===== src/rtl/qspi_xfer_sequencer.sv =====
`default_nettype none
// ============================================================================
// Module      : qspi_xfer_sequencer
// Description : Sequences CMD / ADDR / DATA phases of a QSPI transfer, driving
//               shift-register load/shift/lane controls plus SCLK and CS_n.
// Revision    : 1.0 - initial release
// ============================================================================
module qspi_xfer_sequencer #(
    parameter int CLK_DIV = 2
) (
    input  logic        clk,
    input  logic        rst,
    input  logic        start,
    input  logic        abort,
    input  logic [7:0]  cmd,
    input  logic [23:0] addr,
    input  logic [31:0] wdata,
    input  logic        has_addr,
    input  logic        has_data,
    input  logic [1:0]  cmd_lanes,
    input  logic [1:0]  addr_lanes,
    input  logic [1:0]  data_lanes,
    output logic        busy,
    output logic        done,
    output logic        sr_load,
    output logic [31:0] sr_data,
    output logic        shift_en,
    output logic        use_1_io_lines,
    output logic        use_2_io_lines,
    output logic        use_4_io_lines,
    output logic        sclk,
    output logic        cs_n
);

    localparam int c_CNT_W = $clog2(2 * CLK_DIV);
    localparam logic [c_CNT_W-1:0] c_RISE = c_CNT_W'(CLK_DIV - 1);
    localparam logic [c_CNT_W-1:0] c_FALL = c_CNT_W'(2 * CLK_DIV - 1);

    localparam logic [2:0] c_IDLE = 3'd0;
    localparam logic [2:0] c_CMD  = 3'd1;
    localparam logic [2:0] c_ADDR = 3'd2;
    localparam logic [2:0] c_DATA = 3'd3;
    localparam logic [2:0] c_HOLD = 3'd4;

    logic [2:0]         r_state;
    logic [c_CNT_W-1:0] r_cnt;
    logic [5:0]         r_beats_left;
    logic [23:0]        r_addr;
    logic [31:0]        r_wdata;
    logic               r_has_addr;
    logic               r_has_data;
    logic [1:0]         r_addr_lanes;
    logic [1:0]         r_data_lanes;

    // Beats in a phase minus one; code 11 falls back to single lane.
    function automatic logic [5:0] f_last_beat(input logic [5:0] bits, input logic [1:0] code);
        case (code)
            2'b01:   return (bits >> 1) - 6'd1;
            2'b10:   return (bits >> 2) - 6'd1;
            default: return bits - 6'd1;
        endcase
    endfunction

    // Returns {use_4, use_2, use_1}.
    function automatic logic [2:0] f_lane_sel(input logic [1:0] code);
        case (code)
            2'b01:   return 3'b010;
            2'b10:   return 3'b100;
            default: return 3'b001;
        endcase
    endfunction

    always_ff @(posedge clk or posedge rst) begin
        if (rst) begin
            r_state        <= c_IDLE;
            r_cnt          <= '0;
            r_beats_left   <= '0;
            r_addr         <= '0;
            r_wdata        <= '0;
            r_has_addr     <= 1'b0;
            r_has_data     <= 1'b0;
            r_addr_lanes   <= 2'b00;
            r_data_lanes   <= 2'b00;
            busy           <= 1'b0;
            done           <= 1'b0;
            sr_load        <= 1'b0;
            sr_data        <= '0;
            shift_en       <= 1'b0;
            use_1_io_lines <= 1'b0;
            use_2_io_lines <= 1'b0;
            use_4_io_lines <= 1'b0;
            sclk           <= 1'b0;
            cs_n           <= 1'b1;
        end else begin
            sr_load  <= 1'b0;
            shift_en <= 1'b0;
            done     <= 1'b0;
            if (r_state != c_IDLE && abort) begin
                r_state <= c_IDLE;
                r_cnt   <= '0;
                cs_n    <= 1'b1;
                sclk    <= 1'b0;
                busy    <= 1'b0;
                {use_4_io_lines, use_2_io_lines, use_1_io_lines} <= 3'b000;
            end else begin
                case (r_state)
                    c_IDLE: begin
                        if (start && !abort) begin
                            r_state      <= c_CMD;
                            r_cnt        <= '0;
                            r_beats_left <= f_last_beat(6'd8, cmd_lanes);
                            r_addr       <= addr;
                            r_wdata      <= wdata;
                            r_has_addr   <= has_addr;
                            r_has_data   <= has_data;
                            r_addr_lanes <= addr_lanes;
                            r_data_lanes <= data_lanes;
                            cs_n         <= 1'b0;
                            busy         <= 1'b1;
                            sr_load      <= 1'b1;
                            sr_data      <= {cmd, 24'h0};
                            {use_4_io_lines, use_2_io_lines, use_1_io_lines} <= f_lane_sel(cmd_lanes);
                        end
                    end
                    c_CMD, c_ADDR, c_DATA: begin
                        if (r_cnt == c_RISE) begin
                            sclk  <= 1'b1;
                            r_cnt <= r_cnt + c_CNT_W'(1);
                        end else if (r_cnt == c_FALL) begin
                            // Falling edge: advance within the phase, move to the next one, or finish.
                            sclk  <= 1'b0;
                            r_cnt <= '0;
                            if (r_beats_left != 6'd0) begin
                                shift_en     <= 1'b1;
                                r_beats_left <= r_beats_left - 6'd1;
                            end else if (r_state == c_CMD && r_has_addr) begin
                                r_state      <= c_ADDR;
                                sr_load      <= 1'b1;
                                sr_data      <= {r_addr, 8'h0};
                                r_beats_left <= f_last_beat(6'd24, r_addr_lanes);
                                {use_4_io_lines, use_2_io_lines, use_1_io_lines} <= f_lane_sel(r_addr_lanes);
                            end else if (r_state != c_DATA && r_has_data) begin
                                r_state      <= c_DATA;
                                sr_load      <= 1'b1;
                                sr_data      <= r_wdata;
                                r_beats_left <= f_last_beat(6'd32, r_data_lanes);
                                {use_4_io_lines, use_2_io_lines, use_1_io_lines} <= f_lane_sel(r_data_lanes);
                            end else begin
                                r_state <= c_HOLD;
                            end
                        end else begin
                            r_cnt <= r_cnt + c_CNT_W'(1);
                        end
                    end
                    c_HOLD: begin
                        if (r_cnt == c_RISE) begin
                            r_state <= c_IDLE;
                            r_cnt   <= '0;
                            done    <= 1'b1;
                            busy    <= 1'b0;
                            cs_n    <= 1'b1;
                            {use_4_io_lines, use_2_io_lines, use_1_io_lines} <= 3'b000;
                        end else begin
                            r_cnt <= r_cnt + c_CNT_W'(1);
                        end
                    end
                    default: r_state <= c_IDLE;
                endcase
            end
        end
    end

endmodule
`default_nettype wire

===== config.mk =====
export PLATFORM = sky130hd
export DESIGN_NAME = qspi_xfer_sequencer
export DESIGN_NICKNAME = d
export VERILOG_FILES = /design/src/rtl/qspi_xfer_sequencer.sv
export SDC_FILE = /design/constraint.sdc
export NUM_CORES = 1
export LEC_CHECK = 0
export ABC_AREA = 1
export CAP_MARGIN = 20
export CORE_ASPECT_RATIO = 0.9
export CORE_UTILIZATION = 55
export CTS_BUF_LIST = sky130_fd_sc_hd__clkbuf_16
export DETAILED_ROUTE_END_ITERATION = 10
export HOLD_SLACK_MARGIN = 0.05
export PLACE_DENSITY = 0.85
export SYNTH_ARGS = -nofsm -noshare
export SYNTH_HDL_FRONTEND = slang
export SYNTH_SLANG_ARGS = --single-unit

===== constraint.sdc =====
create_clock -name clk -period 8.9 [get_ports clk]
set_input_delay 1.335 -clock clk [delete_from_list [all_inputs] [get_ports clk]]
set_output_delay 1.335 -clock clk [all_outputs]
set_load 0.02 [all_outputs]

**Word level (Yosys, flattened, before mapping)**

Cells that the tools add are included.

- Bits in registers: 114
- Bits in latches: 0
- RAM bits: 0
- ROM bits: 0
- Input port bits: 76
- Output and inout bits: 41
- Logic and storage cells: 156
- Memories: 0

- $add $sub $neg: 2
- $mul: 0
- Div/mod/pow operators: 0
- $lt $le $gt $ge: 0
- Equality and inequality tests: 25
- Shifts and indexed selects: 0
- Multiplexer cells: 87
- Bitwise operators: 1
- Reduce and logical (&&, ||, !) cells: 22

Operators by type and width:

| kind | number |
|---|---|
| 32-bit two-way mux | 6 |
| 32-bit one-hot mux with 2 select lines | 1 |
| 1-bit two-way mux | 46 |
| 6-bit two-way mux | 6 |
| 3-bit two-way mux | 8 |
| 3-bit one-hot mux with 2 select lines | 4 |
| 5-bit one-hot mux with 2 select lines | 2 |
| 3-bit inequality test (second input constant) | 6 |
| 7-bit AND reduction | 2 |
| 6-bit one-hot mux with 2 select lines | 1 |
| 2-bit two-way mux | 5 |
| 1-bit one-hot mux with 3 select lines | 3 |
| 3-bit one-hot mux with 3 select lines | 1 |
| 3-bit nonzero test | 3 |
| 2-bit by 1-bit == test with 1-bit output (second input constant) | 4 |
| 2-bit == test (second input constant) | 4 |
| 2-bit inequality test (second input constant) | 4 |
| 4-bit inequality test (second input constant) | 2 |
| 3-bit by 2-bit == test with 1-bit output (second input constant) | 2 |
| 1-bit one-hot mux with 2 select lines | 3 |
| 2-bit one-hot mux with 3 select lines | 1 |
| 3-bit AND reduction | 2 |
| 6-bit AND reduction | 1 |
| 6-bit nonzero test | 1 |
| other kinds (14) | 19 |

**Depth between registers and ports, before layout**

- Depth after elaboration: 9
- Gate-level depth with buffers: 11
- Mapped depth without buffers: 10

**Worst setup path before layout**

OpenSTA, ideal clock, no wires.

- Path type: input port to flip-flop
- Start point: in abort
- End point: reg r_addr[11]
- Library setup time: 0.117 ns
- Arrival time: 2.123 ns
- Required time: 8.783 ns
- Setup slack: 6.660 ns
- Stages on the path: 8
- Buffers on the path: 2
- Cells stage by stage: inv_2 > nand2_1 > nor2_2 > inv_2 > buf_2 > clkbuf_1 > nand2_1 > nand2_1

- Cells in the longest elaborated chain, start to end: 3
- Elaborated cells between the ends (all ways): 5
- Those cells by class: bitwise (1); reduce/logical (4)

RTL lines:

| element | line | text |
|---|---|---|
| start: declaration | 14 | `input logic abort,` |
| 1-bit logical NOT / 1-bit logical AND (equally long branches) | 108, 98 |  |
| 1-bit logical AND / 1-bit inverter (equally long branches) | - |  |
| 3-bit AND reduction (no source line) (*) | - |  |
| end signal: assignment | 112 | `r_addr <= addr;` |
| end: declaration | 48 | `logic [23:0] r_addr;` |

Mark *: on every way between the ends. The rest lies on a longest branch, timed or not.
A chain may end at the register's enable or synchronous reset.

**Final worst setup path**

- Start point: in abort
- End point: reg sr_data[0]

- Cells in the longest elaborated chain, start to end: 4
- Elaborated cells between the ends (all ways): 6
- Those cells by class: eq/ne (1); bitwise (1); reduce/logical (4)

RTL lines:

| element | line | text |
|---|---|---|
| 1-bit logical NOT | 108 | `if (start && !abort) begin` |
| 1-bit logical AND | 108 |  |
| 2-bit inequality test (no source line) | - |  |
| 7-bit AND reduction (no source line) (*) | - |  |
| end signal: assignment | 121 | `sr_data <= {cmd, 24'h0};` |
| end signal: assignment | 139 | `sr_data <= {r_addr, 8'h0};` |
| end signal: assignment | 145 | `sr_data <= r_wdata;` |
| end: declaration | 26 | `output logic [31:0] sr_data,` |

Marks and branches as above.

==> metrics.md <==
| Metric | Value |
|---|---|
| Net count, final | `896` |
| Final period utilization | `45.2%` |
| CTS Buffer Depth | `2` |
| 1st-iter DRT viols | `454` |
| Clk sink count | `114` |
| CTS tree | `built` |
| WL per Instance | `16.0 um` |
| R2R cell count | `9` |
| Initial antenna violation count | `0` |
| Critical Path Slowest Stage Cell | `buf_4` |
| Vias in the first global route | `5363` |
| Post-route setup slack | `4.88 ns` |
| Core Box Area | `9660 um2` |
| RSZ-0062 raised after global routing | `no` |
| Root Driver | `clkbuf_16` |
| CP required | `9.19 ns` |
| N_diodes | `0` |
| Largest net degree at the start of global routing | `93` |
| Final GP Congestion | `0.930` |
| Proportion of synthesized area in mux cells | `0%` |
| Post-Synth XOR/XNOR Area | `0.160%` |
| Cell Rows | `34` |
| Yosys cell types | `31` |
| Max VDD drop | `0.000211 V` |
| Syn Area/Cell | `7.80 um2` |
| CP delay by family, top | `buffers and inverters` |
| Post-cts resize count | `0` |
| Detail Route Antenna Nets | `0` |
| Layout fillers | `687` |
| Pre-antenna DRT Iters | `8` |
| Met1 usage in global routing | `38.2%` |
| Num CTS Buffers | `17` |
| Synthesized cell area | `5470 um2` |
| Synth Area in Simple Gates | `33.5%` |
| CP Buf/Inv Count | `5` |
| Post-placement setup slack | `4.51 ns` |
| Worst rel slew slack | `39.8%` |
| I/O Pins | `117` |
| Busiest layer in global routing | `met2` |
| Gr ovfl total | `0` |
| Reg2Reg Setup Slack | `5.97 ns` |
| Worst-Margin Slew | `0.902 ns` |
| CTS clk-pin slew, worst paths | `0.06 ns` |
| Port Buf Inserts | `116` |
| Share of cells above drive strength 1 | `7.19%` |
| Min-delay worst type | `reg -> reg` |
| Skew-Pair Late Insertion Delay | `0.41 ns` |
| Via density | `5.54` |
| Ys Warns | `0` |
| FF-to-FF End | `sr_data[0]` |
| P_leak | `3.69 nW` |
| Leading cell type in the layout, fill and taps excluded | `nand2_1` |
| Power per cell area | `391 nW/um2` |
| Multi-input gate area | `2300 um2` |
| R2r startpoint | `r_state[1]` |
| Slowest stage delay, CP | `0.69 ns` |
| Cell taking the most area after synthesis | `dfrtp_1` |
| Worst setup path startpoint | `abort` |
| Post-Syn Instances | `702` |
| Post-CTS Setup Bufs | `0` |
| Die Area | `10400 um2` |
| GRT met2 Usage | `51.4%` |
| Via count | `5242` |
| Crit path launch type | `input port` |
| Drt drc | `0` |
| Slew Limit Fails | `0` |
| First-pass GRT wire length | `24800 um` |
| Seq cells post-synth | `114` |
| Setup TNS | `0 ns` |
| GRT met3 Usage | `7.08%` |
| H-tree Lvls | `4` |
| CP Cell Sequence | `clkdlybuf4s50_1 -> inv_2 -> nand2_1 -> nor2_4 -> buf_4 -> inv_2 -> buf_4 -> nand2_2 -> nand3_1 -> nand2_1` |
| Starting Density | `56.7%` |
| Crit path max fanout | `92` |
| Crit path DAT | `4.31 ns` |
| Sequential Area | `2850 um2` |
| Max Cap Viol | `0` |
| Critical Path Stages | `10` |
| Final wirelength | `15200 um` |
| Worst Setup EP | `sr_data[0]` |
| Adder-Cell Fraction of Synth Area | `2.74%` |
| Detailed Place HPWL | `9160 um` |
| Mapped Nets | `790` |
| Synth Area in Compound Gates | `5.49%` |
| Register area share after synthesis | `52.1%` |
| Final Hold Vio Count | `0` |
| Min Clock Period, post-route | `4.02 ns` |
| Final setup viols | `0` |
| Status | `finished clean` |
| Die Wd | `107 um` |
| Area Overhead vs Synth | `33.2%` |
| Hold Buf Count CTS | `0` |
| Fmax achieved | `249 MHz` |
| Main combinational cell family by area after synthesis | `simple AND/OR/NAND/NOR gates` |
| Synth top area share | `51.7%` |
| Crit Path Class | `in -> reg` |
| Clock Skew | `0.0142 ns` |
| GRT Util Overall | `30.9%` |
| Die height | `96.6 um` |
| Synth area leaders | `dfrtp_1 (52%), nand2_1 (23%), nand3_1 (6.0%)` |
| Commonest non-fill, non-tap cells in the layout | `nand2_1 (329), clkdlybuf4s50_1 (116), dfrtp_1 (113)` |
| Critical Path Sink Type | `flip-flop` |
==> stage by stage <==
stage | util (%) | total power (W) | cell area [um2] | hold WS (ns) | std cells
floorplan | - | 0.00168 | 5470 | 0.442 | 702
global placement | 68.9 | 0.00200 | 6650 | 0.454 | 915
detailed placement | 68.9 | 0.00205 | 6650 | 0.459 | 915
CTS | 75.5 | 0.00284 | 7290 | 0.474 | 947
global route | 75.5 | 0.00303 | 7290 | 0.498 | 947
finish | 75.5 | 0.00285 | 7290 | 0.474 | 947
==> logic make-up (layout without fill, tap and decap cells) <==
family,Yosys count,in the layout
xor+xnor,1,1
compound gates,58,58
fa+ha+maj,12,12
flops,114,114
simple gates,445,445
buf+inv,72,191
==> state kept, by name (all words and copies together) (netlist names), 2 cells and up <==
| signal | cells |
|---|---|
| r_wdata | 32 |
| sr_data | 32 |
| r_addr | 24 |
| r_beats_left | 6 |
| r_state | 3 |
| r_addr_lanes | 2 |
| r_cnt | 2 |
| r_data_lanes | 2 |
==> worst min path at each step <==
stage	slack (ns)	to	startpoint	cells past startpoint
2_1_floorplan	0.44	r_wdata[24]	r_wdata[24]	2
3_3_place_gp	0.45	r_addr[0]	r_addr[0]	2
3_5_place_dp	0.46	r_addr[3]	r_addr[3]	2
4_1_cts	0.47	r_addr[21]	r_addr[21]	2
5_1_grt	0.50	r_wdata[10]	r_wdata[10]	2
6_report	0.47	r_addr[21]	r_addr[21]	2
==> synth_stat cells, drive strengths merged <==
cell and instances:
clkbuf 8, dfstp 1, nand3b 1, o21ai 19, nor2 34, dfrtp 113
o211ai 1, inv 38, a21oi 35, buf 26, o22ai 1, or2 2
o21a 1, a221oi 1, nor4 1, nand3 67, nand4 2, xor2 1
ha 12, nand2 335, nor3b 1, nor3 2
==> per-layer routing <==
metal | vias to the layer above | wire length (um) | part of all wire [%]
li1 | 2414 | - | -
met1 | 2463 | 5850 | 39
met2 | 315 | 7510 | 49
met3 | 50 | 1370 | 9.0
met4 | 0 | 449 | 3.0
met5 | - | 0 | 0
==> layout make-up <==
cell class	instances	area share [%]
Sequential cell	114	39.1
Multi-Input combinational cell	516	31.5
Timing Repair Buffer	121	16.4
Clock buffer	17	5.83
Clock inverter	15	2.95
Tap cell	126	2.16
Inverter	38	1.99
==> report_power, final <==
| group | total [W] | internal [W] | switching [W] | leakage, nW |
|---|---|---|---|---|
| Combinational | 0.00121 | 0.000427 | 0.000782 | 1.93 |
| Sequential | 0.000902 | 0.000746 | 0.000156 | 1.46 |
| Clock | 0.000740 | 0.000494 | 0.000246 | 0.304 |
| Total | 0.00285 | 0.00167 | 0.00118 | 3.69 |
==> tightest hold or removal path, cell delays in order, from the launching register on <==
cell,delay (ns)
dfrtp_1,0.34
nand2_1,0.05
nand2_1,0.04
Note: power is estimated with default switching activity, not from simulation.
